## config.mk

```make
export PLATFORM = sky130hd
export DESIGN_NAME = state_supervisor_flat
export DESIGN_NICKNAME = d
export VERILOG_FILES = /design/src/rtl/state_pkg.sv /design/src/rtl/state_supervisor_if.sv /design/src/rtl/state_tmo.sv /design/src/rtl/state_supervisor.sv /design/src/flat_wrapper.sv
export SDC_FILE = /design/constraint.sdc
export NUM_CORES = 1
export LEC_CHECK = 0
export BUFFER_PORTS_ARGS = -buffer_cell sky130_fd_sc_hd__buf_4
export CAP_MARGIN = 10
export CORE_AREA = 2 2 39 41
export CTS_CLUSTER_SIZE = 12
export DETAILED_ROUTE_END_ITERATION = 7
export DIE_AREA = 0 0 41 43
export SYNTH_ARGS = -nofsm -noshare
export SYNTH_HDL_FRONTEND = slang
export SYNTH_SLANG_ARGS = --single-unit
```

## constraint.sdc

```tcl
create_clock -name clk -period 1.1 [get_ports clk]
set_input_delay 0.22 -clock clk [delete_from_list [all_inputs] [get_ports clk]]
set_output_delay 0.22 -clock clk [all_outputs]
set_load 0.01 [all_outputs]
```

## src/rtl/state_pkg.sv

```systemverilog
// rtl/state_pkg.sv - shared state encoding and constants for the state supervisor
package state_pkg;

  typedef enum logic [1:0] {
    A0    = 2'b00,
    A1    = 2'b01,
    A2    = 2'b10,
    CHILD = 2'b11
  } state_e;

  localparam int PATTERN_LEN = 3;
  localparam logic [PATTERN_LEN-1:0] PATTERN = 3'b101;

  // Select line level that holds the sub-FSM in reset.
  localparam logic SEL_IDLE = 1'b1;

endpackage

```

## src/rtl/state_supervisor_if.sv

```systemverilog
// rtl/state_supervisor_if.sv - bit stream, sub-FSM handshake and status signals of the supervisor
interface state_supervisor_if #(
  parameter int CNT_W = 4
);

  logic             in;
  logic             child_done;
  logic             child_out;
  logic             child_sel;
  logic             out1;
  logic             out2;
  logic [CNT_W-1:0] pass_cnt;
  logic             busy;
  logic             timeout;

  modport master (
    output in, child_done, child_out,
    input  child_sel, out1, out2, pass_cnt, busy, timeout
  );

  modport slave (
    input  in, child_done, child_out,
    output child_sel, out1, out2, pass_cnt, busy, timeout
  );

endinterface

```

## src/rtl/state_tmo.sv

```systemverilog
// rtl/state_tmo.sv - watchdog counter bounding how long the sub-FSM may hold the stream
module state_tmo #(
  parameter int TIMEOUT = 15
) (
  input  logic clk,
  input  logic rst,
  input  logic clr,
  input  logic en,
  output logic expire
);

  localparam int TW = $clog2(TIMEOUT + 1);

  logic [TW-1:0] cnt_q;
  logic [TW-1:0] cnt_d;

  always_comb begin
    cnt_d = cnt_q;
    if (clr) begin
      cnt_d = '0;
    end else if (en) begin
      cnt_d = cnt_q + TW'(1);
    end
  end

  // Expiry is judged on the count held before this edge's increment.
  assign expire = en && (cnt_q == TW'(TIMEOUT - 1));

  always_ff @(posedge clk or posedge rst) begin
    if (rst) begin
      cnt_q <= '0;
    end else begin
      cnt_q <= cnt_d;
    end
  end

endmodule

```

## src/rtl/state_supervisor.sv

```systemverilog
// rtl/state_supervisor.sv - 1-0-1 detector that hands the stream to a sub-FSM; watchdog under STATE_SUPERVISOR_TIMEOUT_EN
module state_supervisor
  import state_pkg::*;
#(
  parameter int CNT_W   = 4,
  parameter int TIMEOUT = 15
) (
  input  logic                 clk,
  input  logic                 rst,
  state_supervisor_if.slave    bus
);

  state_e           state_q;
  state_e           state_d;
  logic             child_sel_q;
  logic             child_sel_d;
  logic             out1_q;
  logic             out1_d;
  logic             out2_q;
  logic             out2_d;
  logic [CNT_W-1:0] pass_cnt_q;
  logic [CNT_W-1:0] pass_cnt_d;
  logic             busy_q;
  logic             busy_d;
  logic             timeout_q;
  logic             timeout_d;
  logic             tmo_expire;

`ifdef STATE_SUPERVISOR_TIMEOUT_EN
  logic tmo_clr;
  logic tmo_en;

  // Ternary keeps an undriven child_done out of the counter while idle.
  assign tmo_clr = (state_q != CHILD);
  assign tmo_en  = (state_q == CHILD) ? ~bus.child_done : 1'b0;

  state_tmo #(
    .TIMEOUT (TIMEOUT)
  ) u_tmo (
    .clk    (clk),
    .rst    (rst),
    .clr    (tmo_clr),
    .en     (tmo_en),
    .expire (tmo_expire)
  );
`else
  logic unused_timeout;

  assign unused_timeout = (TIMEOUT < 1);
  assign tmo_expire     = 1'b0;
`endif

  always_comb begin
    state_d    = state_q;
    out1_d     = 1'b0;
    out2_d     = 1'b0;
    timeout_d  = 1'b0;
    pass_cnt_d = pass_cnt_q;
    case (state_q)
      A0: begin
        if (bus.in == PATTERN[PATTERN_LEN-1]) state_d = A1;
      end
      A1: begin
        if (bus.in == PATTERN[PATTERN_LEN-2]) state_d = A2;
      end
      A2: begin
        if (bus.in == PATTERN[0]) begin
          state_d = CHILD;
          out1_d  = 1'b1;
        end else begin
          state_d = A0;
        end
      end
      CHILD: begin
        // Sub-FSM inputs are only looked at here; outside CHILD they may be X.
        out2_d = bus.child_out;
        if (bus.child_done) begin
          state_d = A0;
          if (pass_cnt_q != '1) pass_cnt_d = pass_cnt_q + CNT_W'(1);
        end else if (tmo_expire) begin
          state_d   = A0;
          timeout_d = 1'b1;
        end
      end
      default: state_d = A0;
    endcase
    child_sel_d = (state_d == CHILD) ? ~SEL_IDLE : SEL_IDLE;
    busy_d      = (state_d == CHILD);
  end

  always_ff @(posedge clk or posedge rst) begin
    if (rst) begin
      state_q     <= A0;
      child_sel_q <= SEL_IDLE;
      out1_q      <= 1'b0;
      out2_q      <= 1'b0;
      pass_cnt_q  <= '0;
      busy_q      <= 1'b0;
      timeout_q   <= 1'b0;
    end else begin
      state_q     <= state_d;
      child_sel_q <= child_sel_d;
      out1_q      <= out1_d;
      out2_q      <= out2_d;
      pass_cnt_q  <= pass_cnt_d;
      busy_q      <= busy_d;
      timeout_q   <= timeout_d;
    end
  end

  assign bus.child_sel = child_sel_q;
  assign bus.out1      = out1_q;
  assign bus.out2      = out2_q;
  assign bus.pass_cnt  = pass_cnt_q;
  assign bus.busy      = busy_q;
  assign bus.timeout   = timeout_q;

endmodule

```

## src/flat_wrapper.sv

```systemverilog
// flat-port wrapper written by rule: the top's interface ports become plain ports
module state_supervisor_flat import state_pkg::*;
#(
  parameter int CNT_W   = 4,
  parameter int TIMEOUT = 15
)
  (clk, rst, bus_in, bus_child_done, bus_child_out, bus_child_sel, bus_out1, bus_out2, bus_pass_cnt, bus_busy, bus_timeout);
  state_supervisor_if #(.CNT_W(CNT_W)) bus_i ();
  input  logic clk;
  input  logic rst;
  input wire logic [$bits(bus_i.in)-1:0] bus_in;
  input wire logic [$bits(bus_i.child_done)-1:0] bus_child_done;
  input wire logic [$bits(bus_i.child_out)-1:0] bus_child_out;
  output wire logic [$bits(bus_i.child_sel)-1:0] bus_child_sel;
  output wire logic [$bits(bus_i.out1)-1:0] bus_out1;
  output wire logic [$bits(bus_i.out2)-1:0] bus_out2;
  output wire logic [$bits(bus_i.pass_cnt)-1:0] bus_pass_cnt;
  output wire logic [$bits(bus_i.busy)-1:0] bus_busy;
  output wire logic [$bits(bus_i.timeout)-1:0] bus_timeout;
  assign bus_i.in = bus_in;
  assign bus_i.child_done = bus_child_done;
  assign bus_i.child_out = bus_child_out;
  assign bus_child_sel = bus_i.child_sel;
  assign bus_out1 = bus_i.out1;
  assign bus_out2 = bus_i.out2;
  assign bus_pass_cnt = bus_i.pass_cnt;
  assign bus_busy = bus_i.busy;
  assign bus_timeout = bus_i.timeout;
  state_supervisor #(.CNT_W(CNT_W), .TIMEOUT(TIMEOUT)) u_core (.clk(clk), .rst(rst), .bus(bus_i));
endmodule
```

Word-level counts from Yosys, hierarchy flattened
Cells that the tools add are included.
{"block": "classes", "div": 0, "n_addsub": 1, "eq_ne": 5, "mul": 0, "bitwise_logic": 0, "shifts": 0, "magnitude_cmp": 0, "muxes": 9, "reduce_logical": 2}
{"op": "$mux 2", "count": 4}
{"op": "$pmux 2 s4", "count": 1}
{"op": "$eq 2x2->1 const B", "count": 3}
{"op": "$add 4x1->4 const B", "count": 1}
{"op": "$mux 1", "count": 4}
{"op": "$ne 4x4->1 const B", "count": 1}
{"op": "$reduce_and 3->1", "count": 1}
{"op": "$eq 2x1->1 const B", "count": 1}
{"op": "$logic_not 2->1", "count": 1}
{"block": "totals", "wordCells": 23, "register_bits": 10, "n_memories": 0, "ramBits": 0, "latchBits": 0, "romBits": 0, "in_bits": 5}

Longest topological paths before layout
{"block": "logic_depth", "ltp_word": 4, "depth_mapped": 4}

Least setup slack after synthesis
Ideal clock, no wire load.
{"block": "synth_path", "kind": "register to register", "from": "register u_core.pass_cnt_q[0] (netlist: u_core.bus.pass_cnt[0])", "to": "register u_core.pass_cnt_q[1] (netlist: u_core.bus.pass_cnt[1])", "stages_incl_launch_ff": 5, "path_buffers": 0, "required_time_ns": 0.975, "setup_ns": 0.125, "arrival_time_ns": 1.135, "path_slack_ns": -0.160, "period_less_slack_ns": 1.260, "path_cell_list": "dfrtp_1 -> ha_1 -> nand3_1 -> nand2_1 -> mux2_2"}
{"block": "synth_via", "elab_chain_cells": 2}
{"element": "start: declaration", "line_no": "state_supervisor.sv:21", "text": "logic [CNT_W-1:0] pass_cnt_q;"}
{"element": "start signal: assignment", "line_no": "state_supervisor.sv:105", "text": "pass_cnt_q <= pass_cnt_d;"}
{"element": "parallel branches: the longest is 2 deep, another holds $add 4x1->4"}
Parallel ways; which one is timed is not known.
A chain may end at the register's enable or synchronous reset.

Worst setup path in the final report
{"block": "layout_path", "from": "register u_core.pass_cnt_q[1] (netlist: u_core.bus.pass_cnt[1])", "to": "register u_core.pass_cnt_q[1] (netlist: u_core.bus.pass_cnt[1])"}
Same word-level chain as after synthesis.

==> flow_metrics.env <==
export IMPL_worst_hold_slack_ns=0.178
export IMPL_ant_nets=0
export IMPL_dp_slack_ns=-0.0189
export IMPL_holdCritPathClass="input port to flip-flop"
export IMPL_cts_buffers=3
export IMPL_synth_edf_count=0
export IMPL_nNetsFinal=68
export IMPL_timing_final_ws_setup_ns=-0.0730
export IMPL_vdd_drop_max_uv=947
export IMPL_port_buffers=12
export IMPL_grt_max_degree=11
export IMPL_maxCapViolCount=0
export IMPL_die_w_um=41
export IMPL_synth_area_leaders="dfrtp_1 (53%), dfstp_2 (6.2%), nand2_1 (3.6%)"
export IMPL_clock_latency_ns=0.27
export IMPL_path_clk_slew_ns=0.07
export IMPL_synth_seq_cells=10
export IMPL_min_path_cells=2
export IMPL_cp_slowest_cell="dfrtp_1"
export IMPL_finalHoldViolCount=0
export IMPL_start_util_pct=30.5
export IMPL_rrSetupSlack_ns=-0.07
export IMPL_fin_crit_ns=1.17
export IMPL_grt_pass1_vias=329
export IMPL_setup_viol=6
export IMPL_drt_vias_per_instance=4.32
export IMPL_crit_fanout=3
export IMPL_reg2reg_depth=4
export IMPL_drive_above_1_share_pct=57.4
export IMPL_violations="setup timing"
export IMPL_place_gp_congestion=0.696
export IMPL_rsz0062_at_grt="yes"
export IMPL_row_count=14
export IMPL_gr_total_overflow=0
export IMPL_clockBufferDepth=2
export IMPL_dpl_cell_area_um2=594
export IMPL_ys_types=23
export IMPL_worstHoldEndpoint="u_core.state_q[1]$_DFF_PP0_"
export IMPL_finalCritPeriodShare_pct=107
export IMPL_max_freq_mhz=852
export IMPL_h_tree_depth=1
export IMPL_endpoint_kind="flip-flop"
export IMPL_antenna_found_initial=0
export IMPL_vias=333
export IMPL_final_area_um2=678
export IMPL_required_ns=1.26
export IMPL_antenna_cells=0
export IMPL_critPathArrivalTime_ns=1.33
export IMPL_crit_chain="ha_2, nand3_2, nand2_2, mux2_4"
export IMPL_max_stage_delay_ns=0.39
export IMPL_design_core_area_um2=1380
export IMPL_die_height_um=43
export IMPL_syn_area_um2=422
export IMPL_rr_endpoint="u_core.bus.pass_cnt[1]$_DFFE_PP0P_"
export IMPL_fin_skew_ns=0.00270
export IMPL_synth_common_cells="dfrtp_1 (9), nand2_1 (4), a21oi_1 (2), inv_1 (2)"
export IMPL_wl_per_cell_um=11.1
export IMPL_fillers=123
export IMPL_yosys_area_top_type="dfrtp_1"
export IMPL_grt_pass1_wl_um=1400
export IMPL_outcome="complete, but fails checks"
export IMPL_powerDensity_nw_per_um2=2290
export IMPL_synthFlopType="dfrtp_1"
export IMPL_synthArstFlopShare_pct=100
export IMPL_cts_root_buf="clkbuf_4"
export IMPL_first_pass_iters=4
export IMPL_cts_sinks=10
export IMPL_ys_seq_area_share_pct=59.6
export IMPL_route_detailed_drc=0
export IMPL_yosysMostFrequentCell="dfrtp_1"
export IMPL_drt_iter0_markers=2
export IMPL_yosysTopAreaCellShare_pct=53.4
export IMPL_die_area_um2=1760
export IMPL_syn_nets=42
export IMPL_p_leak_nw=0.340
export IMPL_timing_rr_start="u_core.bus.pass_cnt[1]$_DFFE_PP0P_"
export IMPL_syn2layout_area_growth_pct=60.8
export IMPL_grtUsageTotal_pct=12.2
export IMPL_netlist_instances=36
export IMPL_tns_ns=-0.204
export IMPL_path_class="flip-flop to flip-flop"
export IMPL_cts_tree="built"
export IMPL_start_kind="flip-flop"
export IMPL_hold_start="bus_in"
export IMPL_yosysWarnings=0
export IMPL_slew_viol_final=0
export IMPL_syn_avg_cell_area_um2=11.7
export IMPL_pin_count=14
export IMPL_wl_um=857
report_power, final:
| group | leakage (nW) | internal [W] | switching [W] | total (W) |
|---|---|---|---|---|
| registers | 0.124 | 0.000464 | 0.0000862 | 0.000550 |
| logic | 0.194 | 0.000421 | 0.000249 | 0.000670 |
| clock network | 0.0210 | 0.000201 | 0.000135 | 0.000336 |
| total | 0.340 | 0.00109 | 0.000470 | 0.00156 |
registers in the layout (all words and copies together), names as in the netlist:
name,flops
u_core.bus.busy,1
u_core.bus.child_sel,1
u_core.bus.out1,1
u_core.bus.out2,1
u_core.bus.pass_cnt,4
u_core.state_q,2
per-stage QoR:
stage / utilization (%) / total power (W) / cells
after floorplan: - / 0.000796 / 36
after global placement: 42.9 / 0.00107 / 70
after detailed placement: 42.9 / 0.00108 / 70
after CTS: 48.2 / 0.00152 / 76
after global routing: 49.0 / 0.00167 / 77
final: 49.0 / 0.00156 / 77
layout by cell type, fill, tap and decap left out, types with 2 or more instances in the layout:
cell	n
clkbuf_4	3
dfrtp_1	9
buf_4	16
buf_6	5
mux2_4	2
nand2_1	3
inv_1	2
worst max-delay path: cells and delay by family (launching register included):
family                     cells  cell delay [ns]
adders and majority gates      1             0.21
DFF                            1             0.39
muxes                          1             0.29
and+or+nand+nor                2             0.17
cell type report:
cell class	count	area (µm²)	area share, %
Sequential cell	10	251	37.1
Timing Repair Buffer	22	186	27.5
Clock buffer	4	36.3	5.35
Inverter	2	7.51	1.11
Tap cell	16	20.0	2.95
Multi-Input combinational cell	23	176	26.0
how the worst max path moves through the flow:
stage | slack, ns | start | end | cells after the start
final | -0.07 | u_core.bus.pass_cnt[1]$_DFFE_PP0P_ | u_core.bus.pass_cnt[1]$_DFFE_PP0P_ | 4
after global placement | 0.002 | u_core.bus.pass_cnt[0]$_DFFE_PP0P_ | u_core.bus.pass_cnt[1]$_DFFE_PP0P_ | 4
after global routing | -0.12 | u_core.bus.pass_cnt[1]$_DFFE_PP0P_ | u_core.bus.pass_cnt[1]$_DFFE_PP0P_ | 4
after detailed placement | -0.02 | u_core.bus.pass_cnt[1]$_DFFE_PP0P_ | u_core.bus.pass_cnt[1]$_DFFE_PP0P_ | 4
after CTS | -0.05 | u_core.bus.pass_cnt[1]$_DFFE_PP0P_ | u_core.bus.pass_cnt[1]$_DFFE_PP0P_ | 4
after floorplan | -0.12 | u_core.bus.pass_cnt[0]$_DFFE_PP0P_ | u_core.bus.pass_cnt[1]$_DFFE_PP0P_ | 4
per-layer routing:
| metal | global-route usage [%] | share of wire [%] | vias to the layer above |
|---|---|---|---|
| met5 | 0 | 0 | - |
| met4 | 4.00 | 0 | 0 |
| met3 | 6.28 | 5.0 | 0 |
| met2 | 18.8 | 53 | 9 |
| met1 | 13.9 | 41 | 152 |
| li1 | - | - | 172 |
what timing repair did:
item                       in CTS  in global routing
hold endpoints to repair        9                  0
hold buffers                    1                  0
buffers inserted                1                  1
gates resized for setup         5                  2
pin swaps                       1                  1
setup endpoints to repair       5                 11
cell families after synthesis:
logic type	synth area share, %
AOI/OAI and AO/OA	8.61
xor gates and xnor gates	2.08
adders and majority gates	2.97
buffers and inverters	3.56
DFF	59.6
muxes	5.34
other	0.889
and+or+nand+nor	16.9
Power figures use the tool's default switching activity.
